<file path="config.mk">
export PLATFORM = sky130hd
export DESIGN_NAME = mips_multicycle_ctrl
export DESIGN_NICKNAME = d
export VERILOG_FILES = /design/src/rtl/mips_multicycle_ctrl.sv
export SDC_FILE = /design/constraint.sdc
export NUM_CORES = 1
export LEC_CHECK = 0
export CORE_MARGIN = 2
export CORE_UTILIZATION = 31
export CTS_BUF_LIST = sky130_fd_sc_hd__clkbuf_4
export DETAILED_ROUTE_END_ITERATION = 10
export PLACE_DENSITY = 0.66
export SLEW_MARGIN = 20
export SYNTH_ARGS = -nofsm -noshare
export SYNTH_HDL_FRONTEND = slang
export SYNTH_SLANG_ARGS = --single-unit
</file>
<file path="constraint.sdc">
create_clock -name clk -period 1.4 [get_ports clk]
set_input_delay 0.21 -clock clk [delete_from_list [all_inputs] [get_ports clk]]
set_output_delay 0.21 -clock clk [all_outputs]
set_load 0.01 [all_outputs]
</file>
<file path="src/rtl/mips_multicycle_ctrl.sv">
// mips_multicycle_ctrl
//   Control FSM for a multicycle MIPS datapath. It decodes the IR opcode and,
//   for each state, drives the {s1,s0} select pairs of the 4:1 PC-source and
//   ALU-src-B muxes together with every datapath enable.
//   Mux convention: {s1,s0} = 00 -> i1, 01 -> i2, 10 -> i3, 11 -> i4.
//
// Ports
//   clk                 in   rising-edge clock
//   reset               in   asynchronous, active-high; state returns to FETCH
//   opcode[5:0]         in   IR[31:26]; looked at only in DECODE and MEMADR
//   zero                in   ALU zero flag; matters only in BRANCH
//   pc_src_s1/s0        out  PC mux: 00 PC+4, 01 branch target, 10 jump, 11 exc vector
//   srcb_s1/s0          out  ALU B mux: 00 regB, 01 4, 10 imm, 11 imm<<2
//   alu_srca            out  ALU A: 0 PC, 1 regA
//   alu_op[1:0]         out  00 add, 01 sub, 10 use funct
//   pc_en               out  pc_write | (pc_write_cond & zero)
//   iord                out  memory address: 0 PC, 1 ALUOut
//   mem_read/mem_write  out  memory strobes
//   ir_write            out  IR load enable
//   reg_write           out  register file write enable
//   reg_dst             out  write register: 0 rt, 1 rd
//   mem_to_reg          out  write data: 0 ALUOut, 1 MDR
//   illegal_op          out  one-cycle pulse while in EXCEPT
//   state[3:0]          out  current state code (debug)
//
// Handshake note: this block has no valid/ready interface; every enable is a
// single-cycle qualifier that the datapath acts on at the next rising edge.

module mips_multicycle_ctrl #(
  parameter logic [5:0] OP_RTYPE = 6'b000000,
  parameter logic [5:0] OP_LW    = 6'b100011,
  parameter logic [5:0] OP_SW    = 6'b101011,
  parameter logic [5:0] OP_BEQ   = 6'b000100,
  parameter logic [5:0] OP_ADDI  = 6'b001000,
  parameter logic [5:0] OP_J     = 6'b000010
) (
  input  logic       clk,
  input  logic       reset,
  input  logic [5:0] opcode,
  input  logic       zero,
  output logic       pc_src_s0,
  output logic       pc_src_s1,
  output logic       srcb_s0,
  output logic       srcb_s1,
  output logic       alu_srca,
  output logic [1:0] alu_op,
  output logic       pc_en,
  output logic       iord,
  output logic       mem_read,
  output logic       mem_write,
  output logic       ir_write,
  output logic       reg_write,
  output logic       reg_dst,
  output logic       mem_to_reg,
  output logic       illegal_op,
  output logic [3:0] state
);

  typedef enum logic [3:0] {
    S_FETCH  = 4'd0,
    S_DECODE = 4'd1,
    S_MEMADR = 4'd2,
    S_MEMRD  = 4'd3,
    S_MEMWB  = 4'd4,
    S_MEMWR  = 4'd5,
    S_EXEC   = 4'd6,
    S_ALUWB  = 4'd7,
    S_BRANCH = 4'd8,
    S_ADDIEX = 4'd9,
    S_ADDIWB = 4'd10,
    S_JUMP   = 4'd11,
    S_EXCEPT = 4'd12
  } state_t;

  typedef struct packed {
    logic [1:0] pc_src;
    logic [1:0] srcb;
    logic       alu_srca;
    logic [1:0] alu_op;
    logic       pc_write;
    logic       pc_write_cond;
    logic       iord;
    logic       mem_read;
    logic       mem_write;
    logic       ir_write;
    logic       reg_write;
    logic       reg_dst;
    logic       mem_to_reg;
    logic       illegal_op;
  } ctrl_t;

  state_t state_q;
  state_t state_d;
  ctrl_t  ctrl_q;

  // Moore output table. Outputs are registered by decoding the *next* state,
  // so ctrl_q always holds the values belonging to state_q.
  function automatic ctrl_t decode(input state_t s);
    ctrl_t c;
    c = '0;
    case (s)
      S_FETCH: begin
        c.mem_read = 1'b1;
        c.ir_write = 1'b1;
        c.pc_write = 1'b1;
        c.srcb     = 2'b01;
        c.pc_src   = 2'b00;
      end
      S_DECODE: c.srcb = 2'b11;  // precompute branch target into ALUOut
      S_MEMADR: begin
        c.alu_srca = 1'b1;
        c.srcb     = 2'b10;
      end
      S_MEMRD: begin
        c.mem_read = 1'b1;
        c.iord     = 1'b1;
      end
      S_MEMWB: begin
        c.reg_write  = 1'b1;
        c.mem_to_reg = 1'b1;
      end
      S_MEMWR: begin
        c.mem_write = 1'b1;
        c.iord      = 1'b1;
      end
      S_EXEC: begin
        c.alu_srca = 1'b1;
        c.srcb     = 2'b00;
        c.alu_op   = 2'b10;
      end
      S_ALUWB: begin
        c.reg_write = 1'b1;
        c.reg_dst   = 1'b1;
      end
      S_BRANCH: begin
        c.alu_srca      = 1'b1;
        c.alu_op        = 2'b01;
        c.pc_src        = 2'b01;
        c.pc_write_cond = 1'b1;
      end
      S_ADDIEX: begin
        c.alu_srca = 1'b1;
        c.srcb     = 2'b10;
      end
      S_ADDIWB: c.reg_write = 1'b1;
      S_JUMP: begin
        c.pc_write = 1'b1;
        c.pc_src   = 2'b10;
      end
      S_EXCEPT: begin
        c.pc_write   = 1'b1;
        c.pc_src     = 2'b11;
        c.illegal_op = 1'b1;
      end
      default: c = '0;
    endcase
    return c;
  endfunction

  // Next-state logic; opcode is only consulted in DECODE and MEMADR.
  always_comb begin
    state_d = S_FETCH;
    case (state_q)
      S_FETCH:  state_d = S_DECODE;
      S_DECODE: begin
        if (opcode == OP_LW || opcode == OP_SW) state_d = S_MEMADR;
        else if (opcode == OP_RTYPE)            state_d = S_EXEC;
        else if (opcode == OP_BEQ)              state_d = S_BRANCH;
        else if (opcode == OP_ADDI)             state_d = S_ADDIEX;
        else if (opcode == OP_J)                state_d = S_JUMP;
        else                                    state_d = S_EXCEPT;
      end
      // Only LW and SW reach MEMADR; anything but LW is treated as a store.
      S_MEMADR: state_d = (opcode == OP_LW) ? S_MEMRD : S_MEMWR;
      S_MEMRD:  state_d = S_MEMWB;
      S_EXEC:   state_d = S_ALUWB;
      S_ADDIEX: state_d = S_ADDIWB;
      default:  state_d = S_FETCH;
    endcase
  end

  always_ff @(posedge clk or posedge reset) begin
    if (reset) begin
      state_q <= S_FETCH;
      ctrl_q  <= decode(S_FETCH);
    end else begin
      state_q <= state_d;
      ctrl_q  <= decode(state_d);
    end
  end

  // Selects show FETCH values during reset; every enable and the illegal_op
  // pulse is gated directly by reset so an aborted instruction cannot write.
  assign pc_src_s1  = ctrl_q.pc_src[1];
  assign pc_src_s0  = ctrl_q.pc_src[0];
  assign srcb_s1    = ctrl_q.srcb[1];
  assign srcb_s0    = ctrl_q.srcb[0];
  assign alu_srca   = ctrl_q.alu_srca;
  assign alu_op     = ctrl_q.alu_op;
  assign iord       = ctrl_q.iord;
  assign reg_dst    = ctrl_q.reg_dst;
  assign mem_to_reg = ctrl_q.mem_to_reg;
  assign pc_en      = ~reset & (ctrl_q.pc_write | (ctrl_q.pc_write_cond & zero));
  assign mem_read   = ~reset & ctrl_q.mem_read;
  assign mem_write  = ~reset & ctrl_q.mem_write;
  assign ir_write   = ~reset & ctrl_q.ir_write;
  assign reg_write  = ~reset & ctrl_q.reg_write;
  assign illegal_op = ~reset & ctrl_q.illegal_op;
  assign state      = state_q;

endmodule

</file>
==> results of run 1 <==
## worst max-delay path by stage
stage / depth (start not counted) / startpoint / endpoint / slack (ns)
6_report: 8 / opcode[5] / alu_op[1] / -0.18
5_1_grt: 5 / state[2] / alu_op[1] / -0.23
3_5_place_dp: 7 / opcode[1] / alu_op[1] / -0.62
4_1_cts: 5 / state[3] / alu_op[1] / -0.15
2_1_floorplan: 6 / state[0] / alu_op[1] / -0.10
3_3_place_gp: 7 / opcode[1] / alu_op[1] / -0.60
## power groups by stage
stage                     Sequential (mW)  Combinational [mW]  Clock, mW
after CTS                           0.816                1.04      0.476
after global placement              0.852               0.798          0
after detailed placement            0.863               0.806          0
final                               0.810                1.11      0.469
after floorplan                     0.860               0.341          0
after global routing                0.823                1.19      0.513
## per-stage QoR
| step | cell area, um2 | worst slack (ns) | hold slack [ns] | cells | setup TNS [ns] |
|---|---|---|---|---|---|
| finish | 1850 | -0.179 | 0.163 | 203 | -1.10 |
| floorplan | 1020 | -0.102 | 0.171 | 94 | -0.287 |
| global placement | 1520 | -0.600 | 0.707 | 180 | -7.78 |
| CTS | 1780 | -0.147 | 0.178 | 198 | -0.515 |
| detailed placement | 1520 | -0.615 | 0.729 | 180 | -8.33 |
| global route | 1850 | -0.235 | 0.195 | 203 | -1.86 |
## metal layers
metal | share of wire [%] | vias up | wire [um]
li1 | - | 479 | -
met1 | 40 | 502 | 1170
met2 | 55 | 31 | 1620
met3 | 3.4 | 6 | 101
met4 | 2.1 | 0 | 62
met5 | 0 | - | 0
## cell families (layout without fill, tap and decap cells)
logic type / after synthesis / in the layout
simple gates: 43 / 43
xor+xnor: 2 / 2
flops: 20 / 20
compound gates: 18 / 18
buf+inv: 11 / 87
## area by class of cell
class	count	area, um2	share of cell area (%)
Timing Repair Buffer	78	671	36.2
Multi-Input combinational cell	63	559	30.2
Sequential cell	20	510	27.5
Tap cell	33	41.3	2.23
Clock inverter	1	30.0	1.62
Clock buffer	3	22.5	1.22
Inverter	5	18.8	1.01
## timing repair
action                                  4_1_cts  5_1_grt
endpoints found under the setup margin       26       25
pin swaps                                    12        5
resized for setup                            64       24
buffers inserted                             15        6
hold buffers                                  0        0
## cell usage in the layout, fill, tap and decap left out, types with 2 or more instances in the layout
cell type,netlist,final
nor3_1,7,2
clkbuf_4,0,3
a21boi_2,0,2
dfrtp_1,16,12
a21oi_1,5,4
buf_4,3,38
clkbuf_2,0,4
nor2_1,11,7
dfstp_2,4,4
nor2b_1,7,6
nand2b_4,0,3
dfrtp_2,0,4
nand3_2,0,2
nor3_2,0,4
buf_6,0,12
inv_2,1,3
dlymetal6s2s_1,0,7
inv_1,4,2
nor2_4,0,3
dlygate4sd2_1,0,11
nand2_1,3,3
o21ai_0,2,2
buf_2,3,3
## critical path, cell delays in order
cell     delay, ns
buf_2         0.12
buf_6         0.12
nor4_4        0.30
nor2_2        0.09
o41ai_4       0.39
inv_2         0.09
or3_4         0.39
nor2_1        0.12
==> results.ini, run 1 <==
[timing]
rsz0062_at_grt=true
fin_skew_ns=0.00944
hold_viol_final=0
max_slew_margin_pct=77.7
worstMarginPinSlew_ns=0.334
drv_slew=0
worst_slack_ns=-0.179
finalCritPeriodShare_pct=113
setup_violations=10
max_freq_mhz=634
period_needed_ns=1.58

[run]
maxCapViolCount=0

[power]
p_int_mw=1.64
swShare_pct=31.4
power.total_mw=2.39
clkPwrFrac_pct=19.6
leakage_nw=0.957
pwr-share-comb_pct=46.5
power.switching_uw=750
seqPwrFrac_pct=33.9
power_density_nw_per_um2=1290
peakVddDrop_mv=0.618

[cts]
clk_path_buf_depth=2
clock_latency_ns=0.30
clkTransAtPathRegs_ns=0.12
cts_buffers=3
cts_tree=yes
cts-root-buf=clkbuf_4
htreeDepth=1
clock-sinks=20

[detailed_routing]
wirelength_um=2960
drc=0
routed-via-count=1018
wl_per_cell_um=14.6
via_per_inst=5.01
drt_iter0_drc=12
first_pass_iters=4
ant_nets=0

[outcome]
status=finished, violations left
violations=negative setup slack

[synthesis]
synth-seq-area-share_pct=52.3
synth_cell_types=34
syn-num-nets=103
synth_cells=94
synth_top_family_by_area=simple AND/OR/NAND/NOR gates
synth_edf_count=0
synth-simple-area-share_pct=24.7
synth.area.top_cells=dfrtp_1, dfstp_2, nor2b_1
synth_top_flop_cell=dfrtp_1
synth_xor_area_share_pct=1.81
async_flop_share_pct=100
synth.most_common_cell=dfrtp_1
synth_area_um2=967
synthTopCellsByCount=dfrtp_1, nor2_1, nor2b_1, nor3_1, a21oi_1
syn_area_per_cell_um2=10.3
ys.warnings.count=0
yosysTopAreaCell=dfrtp_1
synth_compound_area_share_pct=15.4
synth-seq-cells=20
synth_top_area_share_pct=41.4
synthAdderAreaFrac_pct=0
muxShareOfSynthArea_pct=0

[cells_and_area]
fin_util_pct=61.7
area_growth_syn_to_layout_pct=91.6
layout-drive-gt1-share_pct=57.6
antenna_cells=0
largest_reg_flops=6
final_net_count=180
fillers=227
top_register=ctrl_q

[grt]
use_met1_pct=20.5
grt_pass1_vias=1055
grt_max_degree=21
grt_util_met3_pct=2.60
antenna_found_initial=0
grt_overflow_total=0
grt.total_usage_pct=17.8
use_met2_pct=32.6
grt_first_pass_wirelength_um=4730
grt.busiest_layer=met2

[setup_path]
r2r_cells=5
crit-reg2reg-launch=state[2]
reg2reg_setup_slack_ns=-0.18
worstPathMaxFanout=3
worstSetupEndpointType=flop
crit_arrival_ns=1.82
cp.required_ns=1.64
worst_r2r_endpoint=alu_op[1]
critical_path_class=primary input to flop
cp-start-kind=primary input

[floorplan]
pin_count=29
die_y_um=59.9
die-area_um2=3580
coreArea_um2=3000
start_util_pct=32.2
die_w_um=59.9
row_count=20

[placement]
place.port_buffers=28
place_congestion=0.895
dpl.hpwl_um=1850

[min_path]
hp-class=primary input to async pin

No activity file was read; power rests on OpenSTA's default activity.
==> run 2: changes to the inputs <==
--- a/config.mk
+++ b/config.mk
@@ -10,7 +10,6 @@
 export CTS_BUF_LIST = sky130_fd_sc_hd__clkbuf_4
 export DETAILED_ROUTE_END_ITERATION = 10
 export PLACE_DENSITY = 0.66
-export SLEW_MARGIN = 20
 export SYNTH_ARGS = -nofsm -noshare
 export SYNTH_HDL_FRONTEND = slang
 export SYNTH_SLANG_ARGS = --single-unit
==> results of run 2 <==
Final layout, timing and power as in run 1 (identical DEF).
